## src/rtl/serial_byte_packer.sv

```systemverilog
// Serial-to-byte packer feeding a first-word fall-through byte FIFO with packet framing.
// Define PACKER_MSB_FIRST_EN to pack the first sampled bit into byte bit 7 (default: bit 0).
module serial_byte_packer #(
   parameter int FIFO_DEPTH = 16,
   parameter int PKT_BYTES  = 512
) (
   input  logic                          clk,
   input  logic                          rst,
   input  logic                          data_in,
   input  logic                          bit_valid,
   input  logic                          flush,
   output logic [7:0]                    byte_out,
   output logic                          byte_valid,
   input  logic                          byte_ready,
   output logic                          pkt_last,
   output logic [$clog2(FIFO_DEPTH):0]   fifo_level,
   output logic                          overflow
);

   localparam int AW = $clog2(FIFO_DEPTH);
   localparam int PW = (PKT_BYTES > 1) ? $clog2(PKT_BYTES) : 1;

   logic [7:0]    sr;
   logic [2:0]    cnt;
   logic [2:0]    bit_pos;
   logic [7:0]    sr_ins;
   logic          byte_done;
   logic          flush_part;
   logic          emit;
   logic          vld_p1;
   logic [7:0]    byte_p1;
   logic          last_p1;
   logic [8:0]    mem [FIFO_DEPTH];
   logic [AW:0]   wp;
   logic [AW:0]   rp;
   logic [AW:0]   level;
   logic [8:0]    head;
   logic [PW-1:0] pcnt;
   logic          full;
   logic          hs;
   logic          wr_ok;

   always_comb begin
`ifdef PACKER_MSB_FIRST_EN
      bit_pos = 3'd7 - cnt;
`else
      bit_pos = cnt;
`endif
      sr_ins = sr;
      if (bit_valid) sr_ins[bit_pos] = data_in;
   end

   // Unfilled positions of sr are always zero, so a flushed partial byte is already zero-filled.
   assign byte_done  = bit_valid && (cnt == 3'd7);
   assign flush_part = flush && !byte_done && (bit_valid || (cnt != 3'd0));
   assign emit       = byte_done || flush_part;

   assign level      = wp - rp;
   assign full       = (level == (AW+1)'(FIFO_DEPTH));
   assign head       = mem[rp[AW-1:0]];
   assign byte_valid = (level != '0);
   assign byte_out   = byte_valid ? head[7:0] : 8'h00;
   assign pkt_last   = byte_valid && (head[8] || (pcnt == PW'(PKT_BYTES - 1)));
   assign fifo_level = level;
   assign hs         = byte_valid && byte_ready;
   assign wr_ok      = vld_p1 && (!full || hs);

   // Stage p0 -> p1: packer and staging register control
   always_ff @(posedge clk or posedge rst) begin
      if (rst) begin
         sr       <= '0;
         cnt      <= '0;
         vld_p1   <= 1'b0;
         wp       <= '0;
         rp       <= '0;
         pcnt     <= '0;
         overflow <= 1'b0;
      end else begin
         if (emit) begin
            sr  <= '0;
            cnt <= '0;
         end else if (bit_valid) begin
            sr  <= sr_ins;
            cnt <= cnt + 3'd1;
         end
         vld_p1 <= emit;
         if (wr_ok) wp <= wp + 1'b1;
         else if (vld_p1) overflow <= 1'b1;
         if (hs) begin
            rp   <= rp + 1'b1;
            pcnt <= pkt_last ? '0 : pcnt + 1'b1;
         end
      end
   end

   always_ff @(posedge clk) begin
      byte_p1 <= sr_ins;
      last_p1 <= flush;
   end

   // Stage p1 -> FIFO
   always_ff @(posedge clk) begin
      if (wr_ok) mem[wp[AW-1:0]] <= {last_p1, byte_p1};
   end

endmodule

```

## config.mk

```make
export PLATFORM = sky130hd
export DESIGN_NAME = serial_byte_packer
export DESIGN_NICKNAME = d
export VERILOG_FILES = /design/src/rtl/serial_byte_packer.sv
export SDC_FILE = /design/constraint.sdc
export NUM_CORES = 1
export LEC_CHECK = 0
export BUFFER_PORTS_ARGS = -buffer_cell sky130_fd_sc_hd__buf_2
export CELL_PAD_IN_SITES_DETAIL_PLACEMENT = 2
export CELL_PAD_IN_SITES_GLOBAL_PLACEMENT = 2
export CORE_ASPECT_RATIO = 0.7
export CORE_MARGIN = 8
export CORE_UTILIZATION = 43
export DETAILED_ROUTE_END_ITERATION = 16
export PLACE_DENSITY = 0.83
export SKIP_CTS_REPAIR_TIMING = 1
export SYNTH_ARGS = -nofsm -noshare
export SYNTH_HDL_FRONTEND = slang
export SYNTH_SLANG_ARGS = --single-unit
```

## constraint.sdc

```tcl
create_clock -name clk -period 7.7 [get_ports clk]
set_input_delay 0.77 -clock clk [delete_from_list [all_inputs] [get_ports clk]]
set_output_delay 0.77 -clock clk [all_outputs]
set_load 0.02 [all_outputs]
```

==> results of run 1 <==
[path summary, 6_finish.rpt]
kind / end / cells after the start / startpoint
worst min-delay path: bit_pos[2] / 3 / rst
worst max-delay path: byte_out[5] / 9 / rp[0]
worst max register to register: mem[9][1] / 9 / rp[0]
max in group asynchronous: rp[0] / 3 / rst
min in group clk: overflow / 1 / overflow
worst min register to register: overflow / 1 / overflow
[through the flow]
step	hold WS [ns]	utilization [%]	area (um^2)	total power (uW)
floorplan	0.459	-	7610	2090
global route	0.468	49.8	8600	3550
CTS	0.442	49.8	8600	3440
global placement	0.455	46.0	7940	2380
finish	0.445	49.8	8600	3400
detailed placement	0.462	46.0	7940	2470
[flip-flops by register name, indices dropped and copies added (netlist names)]
signal and flops:
mem 144, pcnt 9, byte_p1 8, sr 8, rp 5, wp 5
bit_pos 3, last_p1 1, overflow 1, vld_p1 1
[layout by cell type (no fill, tap or decap), types with 2 or more instances in the layout]
cell type  instances
buf_4              4
mux4_2            41
nand4_1            2
mux2_2            11
nor2_1            14
ha_1              14
clkbuf_16         18
a221o_1            6
a21oi_1            3
nor3_1             6
dfrtp_1           31
edfxtp_1         144
and3_1            20
nand3b_1           3
inv_4              2
xnor2_1            6
and2_1             9
o21ai_0            2
bufinv_16          4
nand2_1            8
inv_1             11
dfxtp_1            9
or3_1              3
mux2i_1           10
xor2_1             5
clkbuf_8           2
buf_2             21
a22o_1             3
nor2b_1           14
nand3_1            8
clkinv_4           5
or2_2              2
[power groups by stage]
stage          logic [uW]  registers [uW]  clock network [uW]
6_report             1150            1290                 961
5_1_grt              1240            1300                1010
4_1_cts              1170            1290                 978
3_5_place_dp         1150            1310                   0
3_3_place_gp         1090            1290                   0
2_1_floorplan         827            1260                   0
[worst max-delay path: stages (launching register included)]
cell and delay (ns):
dfrtp_2 0.34, buf_4 0.64, ha_1 0.31, inv_1 0.06
fa_1 0.41, xor2_1 0.31, nand4b_1 0.20, a2bb2o_1 0.61
and2_1 0.25, buf_2 0.17
[kinds of logic (layout without fill, tap and decap cells)]
logic type                 after synthesis  in the layout
buffers and inverters                   28             68
and+or+nand+nor                         94             94
xor gates and xnor gates                11             11
adders and majority gates               15             15
AOI/OAI and AO/OA                       20             20
muxes                                   63             63
DFF                                    185            185
[cell type report]
class,instances,area share [%]
clock buffer,20,5.56
clock inverter,12,2.15
inverter,11,0.480
multi-input combinational,203,25.2
sequential,185,61.7
tap,231,3.36
timing repair buffer,25,1.57
[metal layers]
layer | up-vias | GRT usage [%]
met4 | 0 | 4.92
met3 | 18 | 3.56
met2 | 77 | 28.0
met5 | - | 0
li1 | 1703 | -
met1 | 2065 | 23.4
==> impl_metrics.json, run 1 <==
{
  "power.internal_uw": 2240,
  "postSynth.asyncResetShare_pct": 17.3,
  "die-area_um2": 22300,
  "grt_pass1_wl_um": 28400,
  "antenna-diode-count": 0,
  "final-instance-count-excl-fill": 687,
  "syn-cell-area_um2": 7610,
  "synth-edff-count": 144,
  "slew-limit-headroom_pct": 30.0,
  "most_frequent_cell_after_synthesis": "edfxtp_1",
  "clock_latency_ns": 0.42,
  "dp.cells": 655,
  "grt_start_max_net_pins": 45,
  "fmaxAchievable_mhz": 220,
  "ys_warn_count": 0,
  "synth.ff_latch_count": 185,
  "clkSinkCount": 185,
  "clock_transition_at_the_registers_of_the_reported_paths_ns": 0.07,
  "timing.reg2reg.setup_slack_ns": 3.45,
  "p_per_area_nw_per_um2": 395,
  "synth_compound_gate_area_share_pct": 2.24,
  "top_layer": "met4",
  "preCtsSetupSlack_ns": 3.43,
  "final.setup.worst_slack_ns": 3.16,
  "postRouteAntennaNets": 0,
  "timing.clock.skew_ns": 0.00834,
  "coreArea_um2": 17300,
  "synth_adder_area_share_pct": 2.56,
  "critPathRequiredTime_ns": 6.93,
  "post_synth_xor_area_fraction_pct": 1.27,
  "cts_tree": "yes",
  "final_net_count": 464,
  "report.final.hold_viol_count": 0,
  "drive_above_1_share_pct": 25.0,
  "starting_density_of_the_core_pct": 44.1,
  "vdd.ir_drop.worst_uv": 184,
  "totalWireLength_um": 18100,
  "power.switching_uw": 1160,
  "global_route.usage.total_pct": 17.3,
  "cts-root-buf": "clkbuf_16",
  "layout-area-overhead-vs-synth_pct": 13.0,
  "dpl.hpwl_um": 12400,
  "cts_max_level": 4,
  "via_count_of_the_first_global_routing_pass": 4346,
  "initialDrtViolationCount": 317,
  "synth.cells.most_frequent": "144 x edfxtp_1, 41 x mux4_2, 32 x dfrtp_1",
  "multi_input_comb_area_um2": 2170,
  "maximum_count_of_clock_buffers_along_a_single_path": 2,
  "setup_viol_count_final": 0,
  "synth_top_family_by_area": "multiplexers",
  "worst_setup_path_end_kind": "output pin",
  "drv_slew": 0,
  "antenna_violations_before_repair": 0,
  "synth_top_cells_by_area": "edfxtp_1 57%, mux4_2 12%, dfrtp_1 11%, dfxtp_1 2.4%, ha_1 2.3%",
  "synth-simple-area-share_pct": 6.97,
  "mappedNetlistNets": 437,
  "met3WireLength_um": 797,
  "wl_per_cell_um": 26.4,
  "port_buffers": 21,
  "floorplan.rows": 40,
  "synth_top_flop_cell": "edfxtp_1",
  "pwr-share-seq_pct": 38.0,
  "combinationalPowerShare_pct": 33.8,
  "route.met2.wl_um": 8870,
  "postSynthCellCount": 416,
  "synthDominantCellAreaShare_pct": 56.8,
  "netSwitchingFraction_pct": 34.0,
  "rsz0062_at_grt": "false",
  "via_per_inst": 5.62,
  "worst-slew-pin-transition_ns": 1.05,
  "gp_congestion": 0.709,
  "register_area_um2": 5310,
  "netlist.top_cell.by_area": "edfxtp_1",
  "chipHeight_um": 127,
  "gr-total-overflow": 0,
  "crit_path_max_fanout": 44,
  "min-delay-path-class": "in -> async",
  "routed-via-count": 3863,
  "final_critical_period_ns": 4.54,
  "critical_path.startpoint_type": "flop",
  "fin_setup_tns_ns": 0,
  "drc": 0,
  "power.clock.fraction_pct": 28.3,
  "maxCapViolCount": 0,
  "worstPathArrival_ns": 3.77,
  "num_io_pins": 22,
  "critPathKind": "reg -> out",
  "filler_cell_count": 1518,
  "status": "finished clean",
  "tritoncts.num_buffers": 17,
  "post_synth_mux_area_share_pct": 15.4,
  "first_pass_iters": 4,
  "drt-met1-wl_um": 8240,
  "netlist_cell_types": 42,
  "synth.avg_cell_area_um2": 18.3,
  "synth_sequential_area_ratio_pct": 69.7,
  "post-route-period-util_pct": 59.0,
  "chip_width_um": 175,
  "p_leak_uw": 0.00327
}
Note: power is estimated with default switching activity, not from simulation.
==> inputs of run 2 (changes only) <==
--- a/config.mk
+++ b/config.mk
@@ -12,7 +12,7 @@
 export CORE_MARGIN = 8
 export CORE_UTILIZATION = 43
 export DETAILED_ROUTE_END_ITERATION = 16
-export PLACE_DENSITY = 0.83
+export PLACE_DENSITY = 0.86
 export SKIP_CTS_REPAIR_TIMING = 1
 export SYNTH_ARGS = -nofsm -noshare
 export SYNTH_HDL_FRONTEND = slang
==> constraint.sdc (replaced) <==
create_clock -name clk -period 3.95 [get_ports clk]
set_input_delay 0.395 -clock clk [delete_from_list [all_inputs] [get_ports clk]]
set_output_delay 0.395 -clock clk [all_outputs]
set_load 0.02 [all_outputs]
==> impl_metrics.json, run 2 (synthesized netlist as in run 1, its figures left out) <==
{
  "status": "finished clean",
  "slew-limit-headroom_pct": 44.4,
  "die-area_um2": 22300,
  "final_critical_period_ns": 3.69,
  "cts_tree": "yes",
  "post-route-period-util_pct": 93.3,
  "global_route.usage.met3_pct": 5.18,
  "layout-area-overhead-vs-synth_pct": 12.4,
  "largest_reg_flops": 144,
  "grtUsageMet2_pct": 29.3,
  "crit_path_max_fanout": 15,
  "mostFrequentLayoutCell": "edfxtp_1",
  "worst-slew-pin-transition_ns": 0.833,
  "clock_latency_ns": 0.44,
  "antenna_violations_before_repair": 0,
  "critical_path.startpoint_type": "flop",
  "grt_start_max_net_pins": 44,
  "critPathRequiredTime_ns": 3.56,
  "preCtsSetupSlack_ns": 0.143,
  "rsz0062_at_grt": "false",
  "coreArea_um2": 17300,
  "initialDrtViolationCount": 344,
  "maxCapViolCount": 0,
  "cts-root-buf": "clkbuf_16",
  "chipHeight_um": 127,
  "wl_per_cell_um": 28.5,
  "postRouteAntennaNets": 0,
  "vdd.ir_drop.worst_uv": 313,
  "drive_above_1_share_pct": 25.4,
  "routed-via-count": 4004,
  "critPathKind": "reg -> out",
  "grt-busiest-layer": "met2",
  "min-delay-path-class": "in -> async",
  "cts_max_level": 4,
  "p_per_area_nw_per_um2": 760,
  "final.setup.worst_slack_ns": 0.265,
  "gp_congestion": 0.803,
  "drv_slew": 0,
  "worstPathArrival_ns": 3.29,
  "worst_setup_path_end_kind": "output pin",
  "grt_pass1_wl_um": 29900,
  "maximum_count_of_clock_buffers_along_a_single_path": 2,
  "port_buffers": 21,
  "totalWireLength_um": 19700,
  "clock_transition_at_the_registers_of_the_reported_paths_ns": 0.07,
  "gr-total-overflow": 0,
  "p_leak_uw": 0.00326,
  "first_pass_iters": 4,
  "global_route.usage.total_pct": 18.6,
  "grt.met1_usage_pct": 25.0,
  "via_count_of_the_first_global_routing_pass": 4457,
  "timing.clock.skew_ns": 0.0143,
  "dpl.hpwl_um": 13400,
  "fin_setup_tns_ns": 0,
  "layout.cells.most_common_list": "144 x edfxtp_1, 41 x mux4_2, 31 x dfrtp_1",
  "post-route-util_pct": 49.6,
  "clkSinkCount": 185,
  "chip_width_um": 175,
  "num_io_pins": 22,
  "fin_area_um2": 8560,
  "filler_cell_count": 1545,
  "starting_density_of_the_core_pct": 44.1,
  "setup_viol_count_final": 0,
  "antenna-diode-count": 0,
  "fmaxAchievable_mhz": 271,
  "final_net_count": 469,
  "total_power_uw": 6500,
  "floorplan.rows": 40,
  "via_per_inst": 5.79,
  "tritoncts.num_buffers": 17,
  "placed_area_um2": 7980,
  "report.final.hold_viol_count": 0,
  "drc": 0
}
run 2: cell type report:
cell class | instances | area, um^2 | area share, %
sequential | 185 | 5310 | 62.0
multi-input combinational | 203 | 2180 | 25.5
clock buffer | 23 | 479 | 5.60
tap | 231 | 289 | 3.38
timing repair buffer | 30 | 173 | 2.02
clock inverter | 9 | 86.3 | 1.01
inverter | 11 | 41.3 | 0.483
run 2: power breakdown:
| group | internal, uW | total, uW | switching, uW |
|---|---|---|---|
| combinational | 947 | 2330 | 1380 |
| sequential | 2320 | 2510 | 193 |
| clock | 927 | 1660 | 737 |
| total | 4190 | 6500 | 2310 |
run 2: path summary, 6_finish.rpt:
check                            from         end  slack (ns)  depth (start not counted)
worst min-delay path              rst  bit_pos[1]        0.05                          3
max in group asynchronous         rst       rp[0]        3.55                          3
worst max register to register  wp[0]   mem[0][0]        0.29                          9
worst min register to register  sr[3]  byte_p1[3]        0.49                          1
min in group clk                flush     last_p1        0.11                          1
worst max-delay path            wp[0]    pkt_last        0.26                          9
run 2: per-stage QoR:
stage | hold slack (ns) | instances
after global placement | 0.473 | 660
after CTS | 0.0634 | 692
after detailed placement | 0.476 | 660
final | 0.0521 | 692
after global routing | 0.0877 | 692
after floorplan | 0.423 | 416
run 2: per-layer routing:
layer,vias to the layer above,wire [um]
met5,-,0
met4,0,254
met3,20,938
met2,95,9710
met1,2185,8800
li1,1704,-
run 2: worst max-delay path, cell delays in order (launching register included):
cell and delay, ns:
dfrtp_1 0.45, inv_1 0.19, ha_1 0.24, inv_1 0.08, fa_1 0.46, xor2_1 0.26
nand4b_1 0.28, a2bb2o_2 0.46, nor2b_1 0.23, buf_2 0.20
==> inputs of run 3 (changes only) <==
--- a/config.mk
+++ b/config.mk
@@ -12,6 +12,7 @@
 export CORE_MARGIN = 8
 export CORE_UTILIZATION = 43
 export DETAILED_ROUTE_END_ITERATION = 16
+export MAX_ROUTING_LAYER = met4
 export PLACE_DENSITY = 0.86
 export SKIP_CTS_REPAIR_TIMING = 1
 export SYNTH_ARGS = -nofsm -noshare
==> impl_metrics.json, run 3 (synthesized netlist as in run 1, its figures left out) <==
{
  "global_route.usage.total_pct": 19.2,
  "gr-total-overflow": 0,
  "cts-root-buf": "clkbuf_16",
  "critPathRequiredTime_ns": 3.56,
  "slew-limit-headroom_pct": 44.7,
  "critical_path_buf_inv_count": 3,
  "worstReg2RegStart": "wp[0]",
  "starting_density_of_the_core_pct": 44.1,
  "first_pass_iters": 5,
  "critPathSlowestCell": "fa_1",
  "chipHeight_um": 127,
  "rsz0062_at_grt": "false",
  "port_buffers": 21,
  "tritoncts.num_buffers": 17,
  "cts_tree": "yes",
  "status": "finished clean",
  "gp_congestion": 0.814,
  "critPathKind": "reg -> out",
  "largest_reg_flops": 144,
  "worstPathArrival_ns": 3.29,
  "wl_per_cell_um": 28.5,
  "grt_start_max_net_pins": 44,
  "initialDrtViolationCount": 323,
  "drc": 0,
  "mostFrequentLayoutCell": "edfxtp_1",
  "register_area_um2": 5310,
  "critical_path.startpoint_type": "flop",
  "crit_path_max_fanout": 15,
  "post-route-period-util_pct": 93.2,
  "num_io_pins": 22,
  "die-area_um2": 22300,
  "multi_input_comb_area_um2": 2180,
  "p_leak_uw": 0.00326,
  "worst_setup_path_startpoint": "wp[0]",
  "final_critical_period_ns": 3.68,
  "layout-area-overhead-vs-synth_pct": 12.4,
  "cpPeakStageDelay_ns": 0.46,
  "clock_latency_ns": 0.44,
  "totalWireLength_um": 19700,
  "floorplan.rows": 40,
  "report.final.hold_viol_count": 0,
  "filler_cell_count": 1545,
  "fmaxAchievable_mhz": 272,
  "p_per_area_nw_per_um2": 761,
  "via_count_of_the_first_global_routing_pass": 4429,
  "vdd.ir_drop.worst_uv": 314,
  "postRouteAntennaNets": 0,
  "final_net_count": 469,
  "setup_viol_count_final": 0,
  "drive_above_1_share_pct": 25.4,
  "dpl.hpwl_um": 13400,
  "worst-slew-pin-transition_ns": 0.830,
  "worst_path_cell_trace": "inv_1, ha_1, inv_1, fa_1, xor2_1, nand4b_1, a2bb2o_2, nor2b_1, buf_2",
  "min-delay-path-class": "in -> async",
  "clkSinkCount": 185,
  "maxCapViolCount": 0,
  "chip_width_um": 175,
  "antenna-diode-count": 0,
  "antenna_violations_before_repair": 0,
  "clock_transition_at_the_registers_of_the_reported_paths_ns": 0.07,
  "coreArea_um2": 17300,
  "routed-via-count": 3983,
  "via_per_inst": 5.76,
  "timing.clock.skew_ns": 0.0119,
  "path_common_cell": "inv_1",
  "layout.cells.most_common_list": "144 x edfxtp_1, 41 x mux4_2, 31 x dfrtp_1",
  "critical_path.top_delay_family": "adder cells",
  "maximum_count_of_clock_buffers_along_a_single_path": 2,
  "drv_slew": 0,
  "worst_setup_path_end_kind": "output pin",
  "worst_hold_slack_ns": 0.0530,
  "fin_setup_tns_ns": 0,
  "grt_pass1_wl_um": 30000,
  "cts_max_level": 4
}
run 3: final timing paths:
| check | cells after the start | slack (ns) | to |
|---|---|---|---|
| worst max-delay path | 9 | 0.27 | pkt_last |
| worst min-delay path | 3 | 0.05 | bit_pos[1] |
| worst max register to register | 9 | 0.33 | mem[0][0] |
| worst min register to register | 1 | 0.49 | byte_p1[3] |
| max in group asynchronous | 3 | 3.55 | rp[0] |
| min in group clk | 1 | 0.11 | last_p1 |
run 3: worst reg2reg max path, delay by kind of cell (launching register included):
family | cells | cell delay (ns)
AOI/OAI and AO/OA | 1 | 0.65
xor gates and xnor gates | 1 | 0.21
adders and majority gates | 2 | 0.69
buffers and inverters | 2 | 0.27
DFF | 1 | 0.45
and+or+nand+nor | 3 | 1.05
run 3: power breakdown:
part	internal [uW]	switching (uW)	leakage, uW	total, uW
combinational	947	1390	0.00107	2330
clock	927	737	0.000281	1660
sequential	2320	194	0.00191	2510
total	4190	2320	0.00326	6510
run 3: final cells by class:
| type | instances | share of cell area (%) |
|---|---|---|
| sequential | 185 | 62.0 |
| inverter | 11 | 0.483 |
| tap | 231 | 3.38 |
| timing repair buffer | 30 | 2.02 |
| multi-input combinational | 203 | 25.5 |
| clock inverter | 9 | 1.01 |
| clock buffer | 23 | 5.60 |
run 3: per-layer routing:
layer / global-route usage [%] / up-vias / wire, um
met5: - / - / 0
met4: 5.27 / 0 / 255
met3: 5.12 / 21 / 1000
met2: 29.0 / 96 / 9650
met1: 25.4 / 2166 / 8780
li1: - / 1700 / -
run 3: through the flow:
step	utilization [%]	instances	instance area, um^2	setup slack [ns]	total power (uW)
5_1_grt	49.6	692	8560	0.128	6780
3_3_place_gp	46.2	660	7980	0.561	4670
2_1_floorplan	-	416	7610	0.774	4070
3_5_place_dp	46.2	660	7980	0.143	4850
6_report	49.6	692	8560	0.270	6510
4_1_cts	49.5	692	8540	0.0729	6540
